$ cat src/rtl/ifu_fetch_pkg.sv
`default_nettype none
// ============================================================================
// ifu_fetch_pkg : widths, vector bit indices and fetch-queue entry type
// Rev 1.0
// ============================================================================
package ifu_fetch_pkg;

   localparam int RV32_DATA_WIDTH = 32;
   localparam int STALL_VEC_WIDTH = 2;
   localparam int FLUSH_VEC_WIDTH = 2;

   localparam int STALL_PC_BIT   = 0;
   localparam int STALL_IFID_BIT = 1;
   localparam int FLUSH_IFID_BIT = 1;

   localparam logic [RV32_DATA_WIDTH-1:0] NOP_INSN = 32'h0000_0013;

   typedef struct packed {
      logic [RV32_DATA_WIDTH-1:0] pc;
      logic [RV32_DATA_WIDTH-1:0] insn;
   } fetch_entry_t;

   localparam int ENTRY_WIDTH = $bits(fetch_entry_t);

endpackage
`default_nettype wire

$ cat src/rtl/ifu_queue.sv
`default_nettype none
// ============================================================================
// ifu_queue : synchronous FIFO with push/pop/clear, count and full/empty flags
// Rev 1.0
// ============================================================================
module ifu_queue
   import ifu_fetch_pkg::*;
#(
   parameter int DEPTH = 2,
   parameter int WIDTH = ENTRY_WIDTH
) (
   input  logic                     i_clk,
   input  logic                     i_rst_n,
   input  logic                     i_push,
   input  logic                     i_pop,
   input  logic                     i_clear,
   input  logic [WIDTH-1:0]         i_wdata,
   output logic [WIDTH-1:0]         o_rdata,
   output logic [$clog2(DEPTH):0]   o_count,
   output logic                     o_full,
   output logic                     o_empty
);

   localparam int PTR_W = $clog2(DEPTH);

   logic [WIDTH-1:0] r_mem [DEPTH];
   logic [PTR_W-1:0] r_wr_ptr;
   logic [PTR_W-1:0] r_rd_ptr;
   logic [PTR_W:0]   r_count;
   logic             w_push;
   logic             w_pop;

   assign o_full  = (r_count == (PTR_W+1)'(DEPTH));
   assign o_empty = (r_count == '0);
   assign o_count = r_count;
   assign o_rdata = r_mem[r_rd_ptr];

   // A push into a full queue is accepted only when a pop frees a slot in the same cycle
   assign w_pop  = i_pop & ~o_empty;
   assign w_push = i_push & (~o_full | w_pop);

   always_ff @(posedge i_clk or negedge i_rst_n) begin
      if (!i_rst_n) begin
         r_wr_ptr <= '0;
         r_rd_ptr <= '0;
         r_count  <= '0;
      end else if (i_clear) begin
         r_wr_ptr <= '0;
         r_rd_ptr <= '0;
         r_count  <= '0;
      end else begin
         if (w_push) r_wr_ptr <= r_wr_ptr + PTR_W'(1);
         if (w_pop)  r_rd_ptr <= r_rd_ptr + PTR_W'(1);
         case ({w_push, w_pop})
            2'b10:   r_count <= r_count + (PTR_W+1)'(1);
            2'b01:   r_count <= r_count - (PTR_W+1)'(1);
            default: r_count <= r_count;
         endcase
      end
   end

   always_ff @(posedge i_clk) begin
      if (w_push && !i_clear) r_mem[r_wr_ptr] <= i_wdata;
   end

endmodule
`default_nettype wire

$ cat src/rtl/ifu_fetch.sv
`default_nettype none
// ============================================================================
// ifu_fetch : PC generation, single-outstanding ibus fetch, fetch queue, IF/ID
// Rev 1.0
// ============================================================================
module ifu_fetch
   import ifu_fetch_pkg::*;
#(
   parameter logic [RV32_DATA_WIDTH-1:0] RESET_PC    = 32'h0000_0000,
   parameter int                         QUEUE_DEPTH = 2
) (
   input  logic                       i_clk,
   input  logic                       i_rst_n,
   input  logic [STALL_VEC_WIDTH-1:0] i_stall_vec,
   input  logic [FLUSH_VEC_WIDTH-1:0] i_flush_vec,
   input  logic                       i_x_branch_taken,
   input  logic [RV32_DATA_WIDTH-1:0] i_x_branch_target,
   input  logic                       i_clint_assert,
   input  logic [RV32_DATA_WIDTH-1:0] i_clint_addr,
   output logic                       o_ibus_req,
   output logic [RV32_DATA_WIDTH-1:0] o_ibus_addr,
   input  logic                       i_ibus_gnt,
   input  logic                       i_ibus_rvalid,
   input  logic [RV32_DATA_WIDTH-1:0] i_ibus_rdata,
   output logic                       o_if_vld,
   output logic [RV32_DATA_WIDTH-1:0] o_if_pc,
   output logic [RV32_DATA_WIDTH-1:0] o_if_insn,
   output logic                       o_bus_if_halt
);

   localparam int CNT_W = $clog2(QUEUE_DEPTH) + 1;

   logic [RV32_DATA_WIDTH-1:0] r_pc;
   logic [RV32_DATA_WIDTH-1:0] r_tag_pc;
   logic [RV32_DATA_WIDTH-1:0] r_if_pc;
   logic [RV32_DATA_WIDTH-1:0] r_if_insn;
   logic                       r_if_vld;
   logic                       r_outst;
   logic                       r_drop;
   logic                       r_req_pend;
   logic                       r_started;

   logic                       w_redirect;
   logic [RV32_DATA_WIDTH-1:0] w_target;
   logic                       w_flush;
   logic                       w_stall_pc;
   logic                       w_stall_ifid;
   logic                       w_req;
   logic                       w_grant;
   logic                       w_rsp;
   logic                       w_rsp_keep;
   logic                       w_bypass;
   logic                       w_push;
   logic                       w_pop;
   fetch_entry_t               w_wentry;
   fetch_entry_t               w_head;
   logic [CNT_W-1:0]           w_q_count;
   logic                       w_q_full;
   logic                       w_q_empty;
   logic                       w_unused;

   assign w_redirect   = i_clint_assert | i_x_branch_taken;
   assign w_target     = (i_clint_assert ? i_clint_addr : i_x_branch_target) & ~32'h3;
   assign w_flush      = w_redirect | i_flush_vec[FLUSH_IFID_BIT];
   assign w_stall_pc   = i_stall_vec[STALL_PC_BIT];
   assign w_stall_ifid = i_stall_vec[STALL_IFID_BIT];

   // An ungranted request stays up until granted, except a redirect withdraws it
   assign w_req   = r_started & ~r_outst & ~w_redirect & (r_req_pend | (~w_stall_pc & ~w_q_full));
   assign w_grant = w_req & i_ibus_gnt;

   // Responses with no request outstanding (e.g. straddling a reset) are ignored
   assign w_rsp      = i_ibus_rvalid & r_outst;
   assign w_rsp_keep = w_rsp & ~r_drop & ~w_flush;
   assign w_bypass   = w_rsp_keep & w_q_empty & ~w_stall_ifid;
   assign w_push     = w_rsp_keep & ~w_bypass;
   assign w_pop      = ~w_stall_ifid & ~w_q_empty & ~w_flush;
   assign w_wentry   = {r_tag_pc, i_ibus_rdata};

   ifu_queue #(
      .DEPTH (QUEUE_DEPTH),
      .WIDTH (ENTRY_WIDTH)
   ) u_queue (
      .i_clk   (i_clk),
      .i_rst_n (i_rst_n),
      .i_push  (w_push),
      .i_pop   (w_pop),
      .i_clear (w_flush),
      .i_wdata (w_wentry),
      .o_rdata (w_head),
      .o_count (w_q_count),
      .o_full  (w_q_full),
      .o_empty (w_q_empty)
   );

   always_ff @(posedge i_clk or negedge i_rst_n) begin
      if (!i_rst_n) begin
         r_started  <= 1'b0;
         r_req_pend <= 1'b0;
         r_pc       <= RESET_PC;
         r_tag_pc   <= '0;
         r_outst    <= 1'b0;
         r_drop     <= 1'b0;
         r_if_vld   <= 1'b0;
         r_if_pc    <= '0;
         r_if_insn  <= NOP_INSN;
      end else begin
         r_started  <= 1'b1;
         r_req_pend <= w_req & ~i_ibus_gnt;

         if (w_redirect)   r_pc <= w_target;
         else if (w_grant) r_pc <= r_pc + 32'd4;

         if (w_grant) begin
            r_outst  <= 1'b1;
            r_tag_pc <= r_pc;
         end else if (w_rsp) begin
            r_outst  <= 1'b0;
         end

         // A response still in flight past a redirect belongs to the old stream
         if (w_redirect)          r_drop <= r_outst & ~i_ibus_rvalid;
         else if (w_rsp && r_drop) r_drop <= 1'b0;

         if (w_flush) begin
            r_if_vld <= 1'b0;
         end else if (!w_stall_ifid) begin
            if (!w_q_empty) begin
               r_if_vld  <= 1'b1;
               r_if_pc   <= w_head.pc;
               r_if_insn <= w_head.insn;
            end else if (w_bypass) begin
               r_if_vld  <= 1'b1;
               r_if_pc   <= r_tag_pc;
               r_if_insn <= i_ibus_rdata;
            end else begin
               r_if_vld  <= 1'b0;
            end
         end
      end
   end

   assign o_ibus_req    = w_req;
   assign o_ibus_addr   = r_pc;
   assign o_if_vld      = r_if_vld;
   assign o_if_pc       = r_if_pc;
   assign o_if_insn     = r_if_vld ? r_if_insn : NOP_INSN;
   assign o_bus_if_halt = w_q_empty & (r_outst | w_req) & ~w_redirect;

   assign w_unused = ^{i_stall_vec, i_flush_vec, w_q_count};

endmodule
`default_nettype wire

$ cat config.mk
export PLATFORM = sky130hd
export DESIGN_NAME = ifu_fetch
export DESIGN_NICKNAME = d
export VERILOG_FILES = /design/src/rtl/ifu_fetch_pkg.sv /design/src/rtl/ifu_queue.sv /design/src/rtl/ifu_fetch.sv
export SDC_FILE = /design/constraint.sdc
export NUM_CORES = 1
export LEC_CHECK = 0
export BUFFER_PORTS_ARGS = -buffer_cell sky130_fd_sc_hd__buf_2
export CAP_MARGIN = 20
export CORE_MARGIN = 4
export CORE_UTILIZATION = 45
export CTS_CLUSTER_DIAMETER = 50
export DETAILED_ROUTE_END_ITERATION = 8
export PLACE_DENSITY_LB_ADDON = 0.08
export SYNTH_ARGS = -nofsm -noshare
export SYNTH_HDL_FRONTEND = slang
export SYNTH_SLANG_ARGS = --single-unit
$ cat constraint.sdc
create_clock -name i_clk -period 3.95 [get_ports i_clk]
set_input_delay 0.395 -clock i_clk [delete_from_list [all_inputs] [get_ports i_clk]]
set_output_delay 0.395 -clock i_clk [all_outputs]
set_load 0.1 [all_outputs]
* Word-level counts from Yosys, hierarchy flattened
Memories as Yosys holds them, arrays and structs flattened. Cells that the tools add are included.
Cells by class: equality and inequality tests 5, add/sub/neg operators 5, reductions and logical operators 11, muxes and demuxes 24, bitwise operators 35
Operator list (count):
- $mux W32 | 8
- $add A32 B3 Y32 const B | 1
- $and A1 B1 Y1 | 19
- $mux W1 | 14
- $not A1 Y1 | 11
- $reduce_bool A2 Y1 | 5
- $or A1 B1 Y1 | 5
- $eq A2 B2 Y1 const B | 2
- $pmux W2 S2 | 1
- $reduce_and A3 Y1 | 1
- $reduce_bool A3 Y1 | 1
- $add A1 B1 Y1 const B | 2
- $add A2 B1 Y2 const B | 1
- $eq A2 B1 Y1 const B | 1
- $logic_and A1 B1 Y1 | 2
- $logic_not A2 Y1 | 1
- $mux W2 | 1
- $ne A2 B1 Y1 const B | 1
- $ne A2 B2 Y1 const B | 1
- $sub A2 B1 Y2 const B | 1
- $logic_not A1 Y1 | 1
Storage, ports and cells: memory bits (writable) 128, output and inout bits 99, bits in registers 137, memories kept 1, input port bits 106, logic and storage cells 93
Memories:
- u_queue.r_mem | words 2, width 64, read ports 1, clocked after Yosys merged registers in 0, write ports 1, line ifu_queue.sv:26 | logic [WIDTH-1:0] r_mem [DEPTH];

* Logic depth before layout (Yosys ltp)
Gate-level depths: netlist of the first run.
depth after elaboration 12, mapped depth 8, depth with buffers taken out 7

* Hierarchy
Synthesis of the first run repeated with hierarchy kept, for this count alone.
Second synthesis, totals: cell total of the unflattened synthesis 898, area, all modules 11552.3 sq um
By module, submodules not included:
- ifu_fetch | seq. area each 3231.8 sq um, area each 6698.9 sq um, times used 1, cells each 674
- ifu_queue | seq. area each 3943.8 sq um, area each 4853.4 sq um, times used 1, cells each 224

* Worst setup path before layout of the first run
Ideal clock, no wire load.
kind input port to flip-flop, start in i_clint_assert, end mem u_queue.r_mem[0][0] in the netlist's numbering, enable pin, data arrival time 3.900 ns, setup time 0.482 ns, path slack -0.433 ns, path buffers 1, required time 3.468 ns, cell stages on the path 5, cell sequence or3_1 -> clkbuf_1 -> nor3_1 -> o21ai_0 -> nor2_1
On the way: word-level cells in the longest chain between the ends 12, elaborated cells on any way between the ends 16, those cells by class 2 x mux; 12 x bitwise; 2 x reduce/logical
RTL lines:
- start: declaration | line ifu_fetch.sv:18 | input logic i_clint_assert,
- $or A1 B1 Y1 (*) | line ifu_fetch.sv:62 | assign w_redirect = i_clint_assert | i_x_branch_taken;
- $or A1 B1 Y1 (*) | line ifu_fetch.sv:64 | assign w_flush = w_redirect | i_flush_vec[FLUSH_IFID_BIT];
- $not A1 Y1 (no source line)
- $and A1 B1 Y1 | line ifu_fetch.sv:74 | assign w_rsp_keep = w_rsp & ~r_drop & ~w_flush;
- $and A1 B1 Y1 (2 in series) | line ifu_fetch.sv:75 | assign w_bypass = w_rsp_keep & w_q_empty & ~w_stall_ifid;
- $not A1 Y1 | line ifu_fetch.sv:76 | assign w_push = w_rsp_keep & ~w_bypass;
- $and A1 B1 Y1 | line ifu_fetch.sv:76
- $and A1 B1 Y1 | line ifu_queue.sv:40 | assign w_push = i_push & (~o_full | w_pop);
- $logic_and A1 B1 Y1 (*) | line ifu_queue.sv:63 | if (w_push && !i_clear) r_mem[r_wr_ptr] <= i_wdata;
- $mux W1 (*) | line ifu_queue.sv:63
- $mux W1 (implied by the code) (*) | line ifu_queue.sv:63
- end: declaration | line ifu_queue.sv:26
Mark *: on every way between the ends. The rest lies on a longest branch, timed or not.

* Worst setup path in the final report of the first run
start reg u_queue.r_count[0] (netlist: u_queue.o_count[0]), end out o_ibus_req
On the way: word-level cells in the longest chain between the ends 5
RTL lines:
- start: declaration | line ifu_queue.sv:29 | logic [PTR_W:0] r_count;
- start signal: assignment | line ifu_queue.sv:55 | 2'b10: r_count <= r_count + (PTR_W+1)'(1);
- start signal: assignment | line ifu_queue.sv:56 | 2'b01: r_count <= r_count - (PTR_W+1)'(1);
- start signal: assignment | line ifu_queue.sv:57 | default: r_count <= r_count;
- $eq A2 B2 Y1 | line ifu_queue.sv:33 | assign o_full = (r_count == (PTR_W+1)'(DEPTH));
- $not A1 Y1 | line ifu_fetch.sv:69 | assign w_req = r_started & ~r_outst & ~w_redirect & (r_req_pend | (~w_stall_pc & ~w_q_full));
- $and A1 B1 Y1 | line ifu_fetch.sv:69
- $or A1 B1 Y1 | line ifu_fetch.sv:69
- $and A1 B1 Y1 | line ifu_fetch.sv:69
- end: declaration | line ifu_fetch.sv:20 | output logic o_ibus_req,
Every way passes these cells.

==> flow_summary.json, run 1 <==
{
  "path_clk_slew_ps": 60,
  "worstSetupPathType": "register to output port",
  "routabilityCongestion": 0.818,
  "worstHoldStart": "i_ibus_rdata[30]",
  "cp_max_fo": 5,
  "yosys.area.top_type": "edfxtp_1",
  "gr-usage-all-layers_pct": 18.5,
  "antenna_found_initial": 2,
  "synth_top_area_share_pct": 33.5,
  "fp.dieH_um": 165,
  "pre_cts_ws_ps": 1060,
  "post_cts_buffers": 0,
  "num_vias": 7578,
  "outcome": "completed",
  "pin_count": 205,
  "synth_cell_types": 51,
  "synth_edf_count": 124,
  "p_int_mw": 5.08,
  "syn_to_final_growth_pct": 21.5,
  "dr.first_iter.drc_count": 300,
  "fillers": 2134,
  "syn_area_um2": 11100,
  "power_density_nw_per_um2": 509,
  "cp-start-kind": "register",
  "fin_worst_skew_ps": 10.4,
  "synth_most_common_cell": "dfrtp_1",
  "pwr-share-clk_pct": 42.9,
  "layout-drive-gt1-share_pct": 26.4,
  "slew_violations": 0,
  "first_pass_iters": 5,
  "yosysWarnings": 0,
  "multiInputGateArea_um2": 3850,
  "core_region_area_um2": 24300,
  "pwr-share-comb_pct": 11.1,
  "dpl.hpwl_mm": 16.6,
  "synth_seq_cells": 255,
  "die_area_um2": 27300,
  "cp.required_ps": 3560,
  "worst_slack_ps": 1430,
  "arrival_ps": 2120,
  "routed_wl_mm": 25.6,
  "regArea_um2": 7010,
  "wl_per_cell_um": 17.3,
  "drv_cap": 0,
  "power.net_switching_mw": 1.78,
  "finalPower_mw": 6.86,
  "async_flop_share_pct": 51.4,
  "cts.path.max_buffers": 3,
  "num_antenna_cells": 0,
  "htreeDepth": 1,
  "clkSinkCount": 255,
  "synthCells": 949,
  "avgSynthCellArea_um2": 11.7,
  "rsz0062_at_grt": "no",
  "grt_pass1_wl_mm": 40.0,
  "ys_seq_area_share_pct": 63.1,
  "seqPwrFrac_pct": 46.0,
  "min_period_ps": 2520,
  "cts_tree": "done",
  "synth_ff_type": "dfrtp_1",
  "clk_latency_ps": 540,
  "hold_viol": 0,
  "synth_common_cells": "128 x dfrtp_1, 124 x edfxtp_1, 97 x nand2_1, 97 x nor2_1, 96 x a21oi_1",
  "r2r-start": "u_queue.o_count[1]$_DFFE_PN0P_",
  "grt_max_degree": 86,
  "fin_util_pct": 55.5,
  "cp-startpoint": "u_queue.o_count[0]$_DFFE_PN0P_",
  "hp-class": "primary input to register",
  "max_clock_freq_ghz": 0.397,
  "cts_resized": 0,
  "drcViolationCount": 0,
  "start_util_pct": 45.7,
  "ir_drop_mv": 0.241,
  "synth_area_leaders": "edfxtp_1 34%, dfrtp_1 29%, mux2i_1 6.6%",
  "cp-end-kind": "output port",
  "total_leakage_power_nw": 5.50,
  "cts_root_buffer": "clkbuf_16",
  "ant_nets": 0,
  "numCtsBuffers": 31,
  "netSwitchingFraction_pct": 26.0,
  "overflow": 0,
  "vias_per_cell": 5.12,
  "worst_pin_slew_ps": 951,
  "grt_pass1_vias": 7439,
  "relSlewSlack_pct": 36.0,
  "period_share_pct": 63.7,
  "finalSetupViolCount": 0,
  "io_buffers": 195,
  "die_x_um": 165,
  "nets": 1240,
  "rows": 57
}
-- registers in the layout, summed over array words and instances (netlist names) --
register,count
r_req_pend,1
u_queue.r_mem,124
r_started,1
r_drop,1
r_if_insn,32
r_tag_pc,30
o_if_vld,1
u_queue.o_count,2
u_queue.r_rd_ptr,1
r_outst,1
o_if_pc,30
o_ibus_addr,30
u_queue.r_wr_ptr,1
-- what timing repair did --
action | in CTS | in global routing
setup endpoints to repair | 0 | 0
hold endpoints to repair | 82 | 0
hold buffers | 1 | 0
-- cell type report --
type | instances | area share [%]
Timing Repair Buffer | 208 | 8.35
Clock inverter | 16 | 1.81
Inverter | 8 | 0.222
Tap cell | 324 | 3.00
Multi-Input combinational cell | 628 | 28.5
Clock buffer | 41 | 6.17
Sequential cell | 255 | 51.9
-- worst max-delay path, cell delays in order, from the launching register on --
cell	delay, ps
dfrtp_1	450
or3b_2	560
nand4_1	200
inv_1	80
buf_2	300
-- per-layer routing --
metal	track usage (%)	share of wire (%)	routed length (um)
met5	0	0.078	20
met4	3.97	1.4	366
met1	25.6	45	11600
met3	4.34	7.2	1840
met2	30.2	46	11800
-- power by group through the flow --
stage	Combinational (mW)	Clock (mW)	Sequential (mW)
after CTS	0.774	3.02	3.16
after global routing	0.828	3.14	3.18
after floorplan	0.287	0	3.43
final	0.764	2.94	3.16
after detailed placement	0.771	0	3.21
after global placement	0.764	0	3.19
-- per-stage QoR --
stage                     instances  TNS, ps  hold WS (ps)  cell area [um2]
after floorplan                 952   -53650          99.4            11100
after global placement         1421        0           453            12400
after detailed placement       1421        0           463            12400
after CTS                      1479        0          28.3            13500
after global routing           1480        0          29.5            13500
final                          1480        0          58.1            13500
-- cells by family (layout without fill, tap and decap cells) --
kind of cell	count (synthesis)	after routing	share of synthesized area, %
buffers and inverters	69	273	2.70
AND/OR/NAND/NOR	292	292	12.8
multiplexers	103	103	9.62
XOR/XNOR	17	17	1.34
AO/OA/AOI/OAI	209	209	10.2
adder cells (fa/ha/maj)	2	2	0.225
other	2	5	0.0676
flip-flops	255	255	63.1
-- worst paths after layout --
check	to	slack, ps	cells past startpoint
hold / removal	u_queue.r_mem[1][30]$_DFFE_PP_	60	1
hold reg to reg	r_if_insn[9]$_DFFE_PN0P_	470	2
min in group asynchronous	r_if_insn[27]$_DFFE_PN0P_	480	2
setup reg to reg	o_if_pc[12]$_DFFE_PN0P_	1460	6
setup / recovery	o_ibus_req	1430	4
max in group asynchronous	r_if_insn[0]$_DFFE_PN1P_	2510	3
-- cells in the final DEF, fill, tap and decap left out, types with 7 or more instances in the layout --
cell type,count
clkbuf_16,31
a211oi_1,7
clkbuf_1,8
nor2_1,93
mux2i_1,73
nand3_1,9
mux2_2,30
buf_4,9
dfrtp_1,127
nor3_1,8
inv_1,8
nand2_1,96
xnor2_1,14
nand4_1,8
and2_1,32
o21ai_0,85
a21oi_1,96
buf_2,194
edfxtp_1,124
No activity file was read; power rests on OpenSTA's default activity.
==> run 2, diff against run 1 <==
Clock period 3.95 ns to 2.45 ns, I/O delays scaled along.
==> run 2 against run 1 <==
Compared with the run above: global-route usage increased by 0.55 points; total power rose by 59%; critical path type unchanged; utilization rose by 2.8 points; sequential power grew 61%; count of clock-buffer cells in the layout grew 4; flip-flop and latch count stayed put; combinational power is 73% higher; clock skew up 1.2 ps; clock power increased by 52%; worst setup slack worse by 1300 ps; non-clock buffer count up 66.
==> flow_summary.json, run 2 (synthesis gave the netlist of run 1 again) <==
{
  "final_common_cell": "buf_2",
  "arrival_ps": 2080,
  "nets": 1305,
  "htreeDepth": 1,
  "routabilityCongestion": 0.889,
  "drcViolationCount": 0,
  "power_density_nw_per_um2": 767,
  "dp_cells": 1438,
  "worstHoldStart": "i_x_branch_target[21]",
  "layout-drive-gt1-share_pct": 27.5,
  "total_leakage_power_nw": 5.81,
  "path_clk_slew_ps": 60,
  "rows": 57,
  "cp-start-kind": "register",
  "pwr-share-comb_pct": 12.2,
  "dpl.hpwl_mm": 17.6,
  "grt_max_degree": 101,
  "power.net_switching_mw": 2.84,
  "min_to": "o_ibus_addr[21]$_DFFE_PN0P_",
  "rr_endpoint": "o_ibus_addr[3]$_DFFE_PN0P_",
  "max_clock_freq_ghz": 0.430,
  "largest_register": "u_queue.r_mem",
  "antenna_found_initial": 0,
  "seqPwrFrac_pct": 46.8,
  "cp-end-kind": "output port",
  "cts_root_buffer": "clkbuf_16",
  "regArea_um2": 7020,
  "netSwitchingFraction_pct": 26.1,
  "cts.path.max_buffers": 3,
  "fin_cells": 1545,
  "rsz0062_at_grt": "no",
  "p_int_mw": 8.04,
  "wl_per_cell_um": 17.0,
  "fin_worst_skew_ps": 11.6,
  "start_util_pct": 45.7,
  "outcome": "completed",
  "worstSetupPathType": "register to output port",
  "r2r-start": "u_queue.o_count[0]$_DFFE_PN0P_",
  "post_cts_buffers": 0,
  "gr-usage-all-layers_pct": 19.1,
  "num_antenna_cells": 0,
  "ant_nets": 0,
  "ir_drop_mv": 0.483,
  "multiInputGateArea_um2": 3860,
  "final_area_um2": 14200,
  "num_vias": 7950,
  "numCtsBuffers": 30,
  "hp-class": "primary input to register",
  "dr.first_iter.drc_count": 404,
  "die_x_um": 165,
  "io_buffers": 195,
  "dpl-instance-area_um2": 12600,
  "cts_tree": "done",
  "pwr-share-clk_pct": 41.1,
  "grt_pass1_vias": 7934,
  "cp_max_fo": 5,
  "vias_per_cell": 5.15,
  "fillers": 2088,
  "rrSetupSlack_ps": 170,
  "grt_pass1_wl_mm": 41.3,
  "pin_count": 205,
  "syn_to_final_growth_pct": 27.8,
  "reg2reg_depth": 5,
  "period_share_pct": 94.9,
  "finalSetupViolCount": 0,
  "fp.dieH_um": 165,
  "relSlewSlack_pct": 55.9,
  "fin_util_pct": 58.3,
  "layout_common_cells": "192 x buf_2, 124 x edfxtp_1, 120 x dfrtp_1",
  "tns_ps": 0,
  "min_period_ps": 2320,
  "routed_wl_mm": 26.2,
  "core_region_area_um2": 24300,
  "cp.required_ps": 2200,
  "reg_top3": "u_queue.r_mem x124, r_if_insn x32",
  "overflow": 0,
  "hold_viol": 0,
  "largest_reg_flops": 124,
  "clk_latency_ps": 540,
  "slew_violations": 0,
  "die_area_um2": 27300,
  "worst_pin_slew_ps": 655,
  "clkSinkCount": 255,
  "holdPathStages": 3,
  "drv_cap": 0,
  "first_pass_iters": 7,
  "hold_slack_ps": 25.7
}
## run 2: cell types whose count changed in the layout (fill, tap and decap cells not counted), sizes merged
cell	before	now
dlygate4sd3	1	51
bufinv	6	2
buf	207	223
inv	10	9
clkinvlp	2	1
clkinv	6	7
clkbuf	41	45
## run 2: worst max-delay path, stage by stage (launching register included)
cell and delay (ps):
dfrtp_1 460, or3b_2 580, nand4_1 200, inv_1 120
buf_12 180
## run 2: worst max path at each step
| stage | start | endpoint | slack [ps] |
|---|---|---|---|
| after floorplan | o_ibus_addr[14]$_DFFE_PN0P_ | o_ibus_addr[28]$_DFFE_PN0P_ | 3 |
| after global routing | u_queue.o_count[0]$_DFFE_PN0P_ | o_ibus_req | 50 |
| after global placement | u_queue.o_count[0]$_DFFE_PN0P_ | o_ibus_addr[13]$_DFFE_PN0P_ | 300 |
| after detailed placement | u_queue.o_count[0]$_DFFE_PN0P_ | o_ibus_addr[12]$_DFFE_PN0P_ | 280 |
| after CTS | u_queue.o_count[0]$_DFFE_PN0P_ | o_ibus_addr[3]$_DFFE_PN0P_ | 50 |
| final | u_queue.o_count[0]$_DFFE_PN0P_ | o_ibus_req | 130 |
## run 2: power by group through the flow
stage          Clock, mW  Sequential (mW)  Combinational (mW)
3_5_place_dp           0             5.17                1.26
6_report            4.47             5.09                1.32
4_1_cts             4.60             5.09                1.33
5_1_grt             4.78             5.13                1.43
2_1_floorplan          0             5.54               0.464
3_3_place_gp           0             5.15                1.25
## run 2: final cells by class
| cell class | count | share of cell area (%) |
|---|---|---|
| multi-input combinational | 628 | 27.2 |
| timing repair buffer | 274 | 12.9 |
| clock inverter | 11 | 0.882 |
| clock buffer | 45 | 6.47 |
| tap | 324 | 2.86 |
| sequential | 255 | 49.5 |
| inverter | 8 | 0.212 |
## run 2: per-stage QoR
stage | setup slack, ps | total power, mW
2_1_floorplan | 2.73 | 6.00
6_report | 125 | 10.9
3_5_place_dp | 283 | 6.44
5_1_grt | 54.5 | 11.3
4_1_cts | 53.6 | 11.0
3_3_place_gp | 303 | 6.41
## run 2: layer usage
| metal | global-route usage (%) | part of all wire, % | vias up |
|---|---|---|---|
| met2 | 32.1 | 47 | 239 |
| li1 | - | - | 3888 |
| met5 | 0 | 0 | - |
| met4 | 4.61 | 1.5 | 0 |
| met3 | 3.33 | 6.2 | 32 |
| met1 | 26.0 | 46 | 3791 |
## run 2: timing repair
action / in CTS / in global routing
hold buffers: 51 / 0
setup endpoints to repair: 0 / 1
endpoints found under the hold margin: 132 / 0
gates resized for setup: 0 / 2
==> run 3, diff against run 2 <==
Settings changed: PLACE_DENSITY from default to 0.64, PLACE_DENSITY_LB_ADDON 0.08 to default.
==> run 3 against run 2 <==
Compared with the run above: combinational power is essentially flat; critical path type unchanged; critical path depth is the same; highest routed layer unchanged; wire length shrank 2.8%.
==> flow_summary.json, run 3 (synthesis gave the netlist of run 1 again) <==
{
  "worst_path_max_delay_cell": "or3b_2",
  "vias_per_cell": 5.08,
  "cp-startpoint": "u_queue.o_count[0]$_DFFE_PN0P_",
  "drcViolationCount": 0,
  "crit_chain": "or3b_2 > nand4_1 > inv_1 > buf_12",
  "drv_cap": 0,
  "top_layer_used": "met4",
  "core_region_area_um2": 24300,
  "die_x_um": 165,
  "final_common_cell": "buf_2",
  "dpl-instance-area_um2": 12600,
  "relSlewSlack_pct": 51.4,
  "nets": 1290,
  "fin_util_pct": 57.5,
  "layout_common_cells": "192 x buf_2, 124 x edfxtp_1, 120 x dfrtp_1",
  "syn_to_final_growth_pct": 26.0,
  "rows": 57,
  "largest_reg_flops": 124,
  "gr-usage-all-layers_pct": 18.7,
  "routabilityCongestion": 0.894,
  "tns_ps": 0,
  "power.net_switching_mw": 2.82,
  "layout-drive-gt1-share_pct": 26.7,
  "pwr-share-comb_pct": 12.0,
  "regArea_um2": 7020,
  "pwr-share-clk_pct": 40.5,
  "power_density_nw_per_um2": 769,
  "antenna_found_initial": 1,
  "finalPower_mw": 10.8,
  "outcome": "completed",
  "cp_max_fo": 5,
  "fin_worst_skew_ps": 6.21,
  "htreeDepth": 1,
  "cts.path.max_buffers": 3,
  "max_clock_freq_ghz": 0.441,
  "worst_pin_slew_ps": 729,
  "met2_length_mm": 11.8,
  "fillers": 2090,
  "routed_wl_mm": 25.5,
  "rrSetupSlack_ps": 360,
  "wl_met1_mm": 11.8,
  "fp.dieH_um": 165,
  "hold_viol": 0,
  "slew_violations": 0,
  "cp.required_ps": 2200,
  "io_buffers": 195,
  "wl_per_cell_um": 16.7,
  "first_pass_iters": 4,
  "seqPwrFrac_pct": 47.5,
  "ant_nets": 0,
  "worstSetupPathType": "register to output port",
  "grt_pass1_vias": 7714,
  "finalSetupViolCount": 0,
  "cts_root_buffer": "clkbuf_16",
  "grt_pass1_wl_mm": 40.4,
  "period_share_pct": 92.6,
  "largest_register": "u_queue.r_mem",
  "cp_slowest_stage_delay_ps": 570,
  "post_cts_buffers": 0,
  "clkSinkCount": 255,
  "min_period_ps": 2270,
  "total_leakage_power_nw": 5.70,
  "p_int_mw": 7.95,
  "worst_slack_ps": 182,
  "multiInputGateArea_um2": 3860,
  "netSwitchingFraction_pct": 26.2,
  "cp_top_family": "simple AND/OR/NAND/NOR gates",
  "dr.first_iter.drc_count": 369,
  "arrival_ps": 2020,
  "pre_cts_ws_ps": 320,
  "cp-end-kind": "output port",
  "overflow": 0,
  "dpl.hpwl_mm": 16.8,
  "rr_endpoint": "o_ibus_addr[24]$_DFFE_PN0P_",
  "start_util_pct": 45.7,
  "numCtsBuffers": 28,
  "clk_latency_ps": 520,
  "r2r-start": "o_ibus_addr[3]$_DFFE_PN0P_",
  "reg_top3": "u_queue.r_mem x124, r_if_insn x32",
  "grt_max_degree": 127,
  "rsz0062_at_grt": "no",
  "ir_drop_mv": 0.456,
  "path_clk_slew_ps": 60,
  "wl_met3_mm": 1.57,
  "num_vias": 7763,
  "pin_count": 205,
  "die_area_um2": 27300,
  "cts_tree": "done",
  "hp-class": "primary input to register",
  "cp-start-kind": "register",
  "cp.depth": 4,
  "path_buf_inv": 2,
  "final_area_um2": 14000,
  "reg2reg_depth": 6,
  "cp-endpoint": "o_ibus_req"
}
## run 3: cell types whose count changed in the layout (fill, tap and decap cells not counted), sizes merged
cell,before,now
clkinvlp,1,3
diode,0,1
clkbuf,45,35
clkinv,7,8
buf,223,218
bufinv,2,5
dlygate4sd3,51,43
## run 3: per-stage QoR
stage	instances	hold WS, ps
2_1_floorplan	952	-50.6
3_3_place_gp	1433	269
3_5_place_dp	1433	278
4_1_cts	1528	0.369
5_1_grt	1529	4.07
6_report	1529	15.1
## run 3: final cells by class
cell class | count | area share (%)
sequential | 255 | 50.2
timing repair buffer | 261 | 12.2
tap | 324 | 2.90
multi-input combinational | 628 | 27.6
inverter | 8 | 0.215
clock buffer | 35 | 5.42
clock inverter | 17 | 1.57
antenna | 1 | 0.0179
## run 3: per-layer routing
layer  vias up  track usage, %
li1       3857               -
met1      3664            26.3
met2       210            30.3
met3        32            3.35
met4         0            4.69
met5         -               0
## run 3: how the worst min path moves through the flow
stage                     from                           to  slack, ps  cells past startpoint
2_1_floorplan          i_rst_n  o_ibus_addr[10]$_DFFE_PN0P_        -50                      0
3_3_place_gp           i_rst_n    r_if_insn[27]$_DFFE_PN0P_        270                      1
3_5_place_dp           i_rst_n    r_if_insn[26]$_DFFE_PN0P_        280                      1
4_1_cts        i_clint_addr[4]   o_ibus_addr[4]$_DFFE_PN0P_        0.4                      3
5_1_grt        i_clint_addr[7]   o_ibus_addr[7]$_DFFE_PN0P_          4                      3
6_report       i_clint_addr[4]   o_ibus_addr[4]$_DFFE_PN0P_         20                      3
## run 3: worst register-to-register path: stages (launching register included)
cell and delay [ps]:
dfrtp_2 450, ha_1 210, nand3_1 150, nor4_1 560, nand4_1 210, xnor2_1 170
o221a_2 220
## run 3: repair_timing
item	CTS	global route
hold buffers	43	0
hold endpoints to repair	125	0
resized for setup	0	0
## run 3: power by group through the flow
stage	combinational (mW)	clock [mW]	sequential, mW
2_1_floorplan	0.464	0	5.54
3_3_place_gp	1.24	0	5.17
3_5_place_dp	1.25	0	5.19
4_1_cts	1.31	4.47	5.11
5_1_grt	1.40	4.65	5.15
6_report	1.30	4.35	5.11
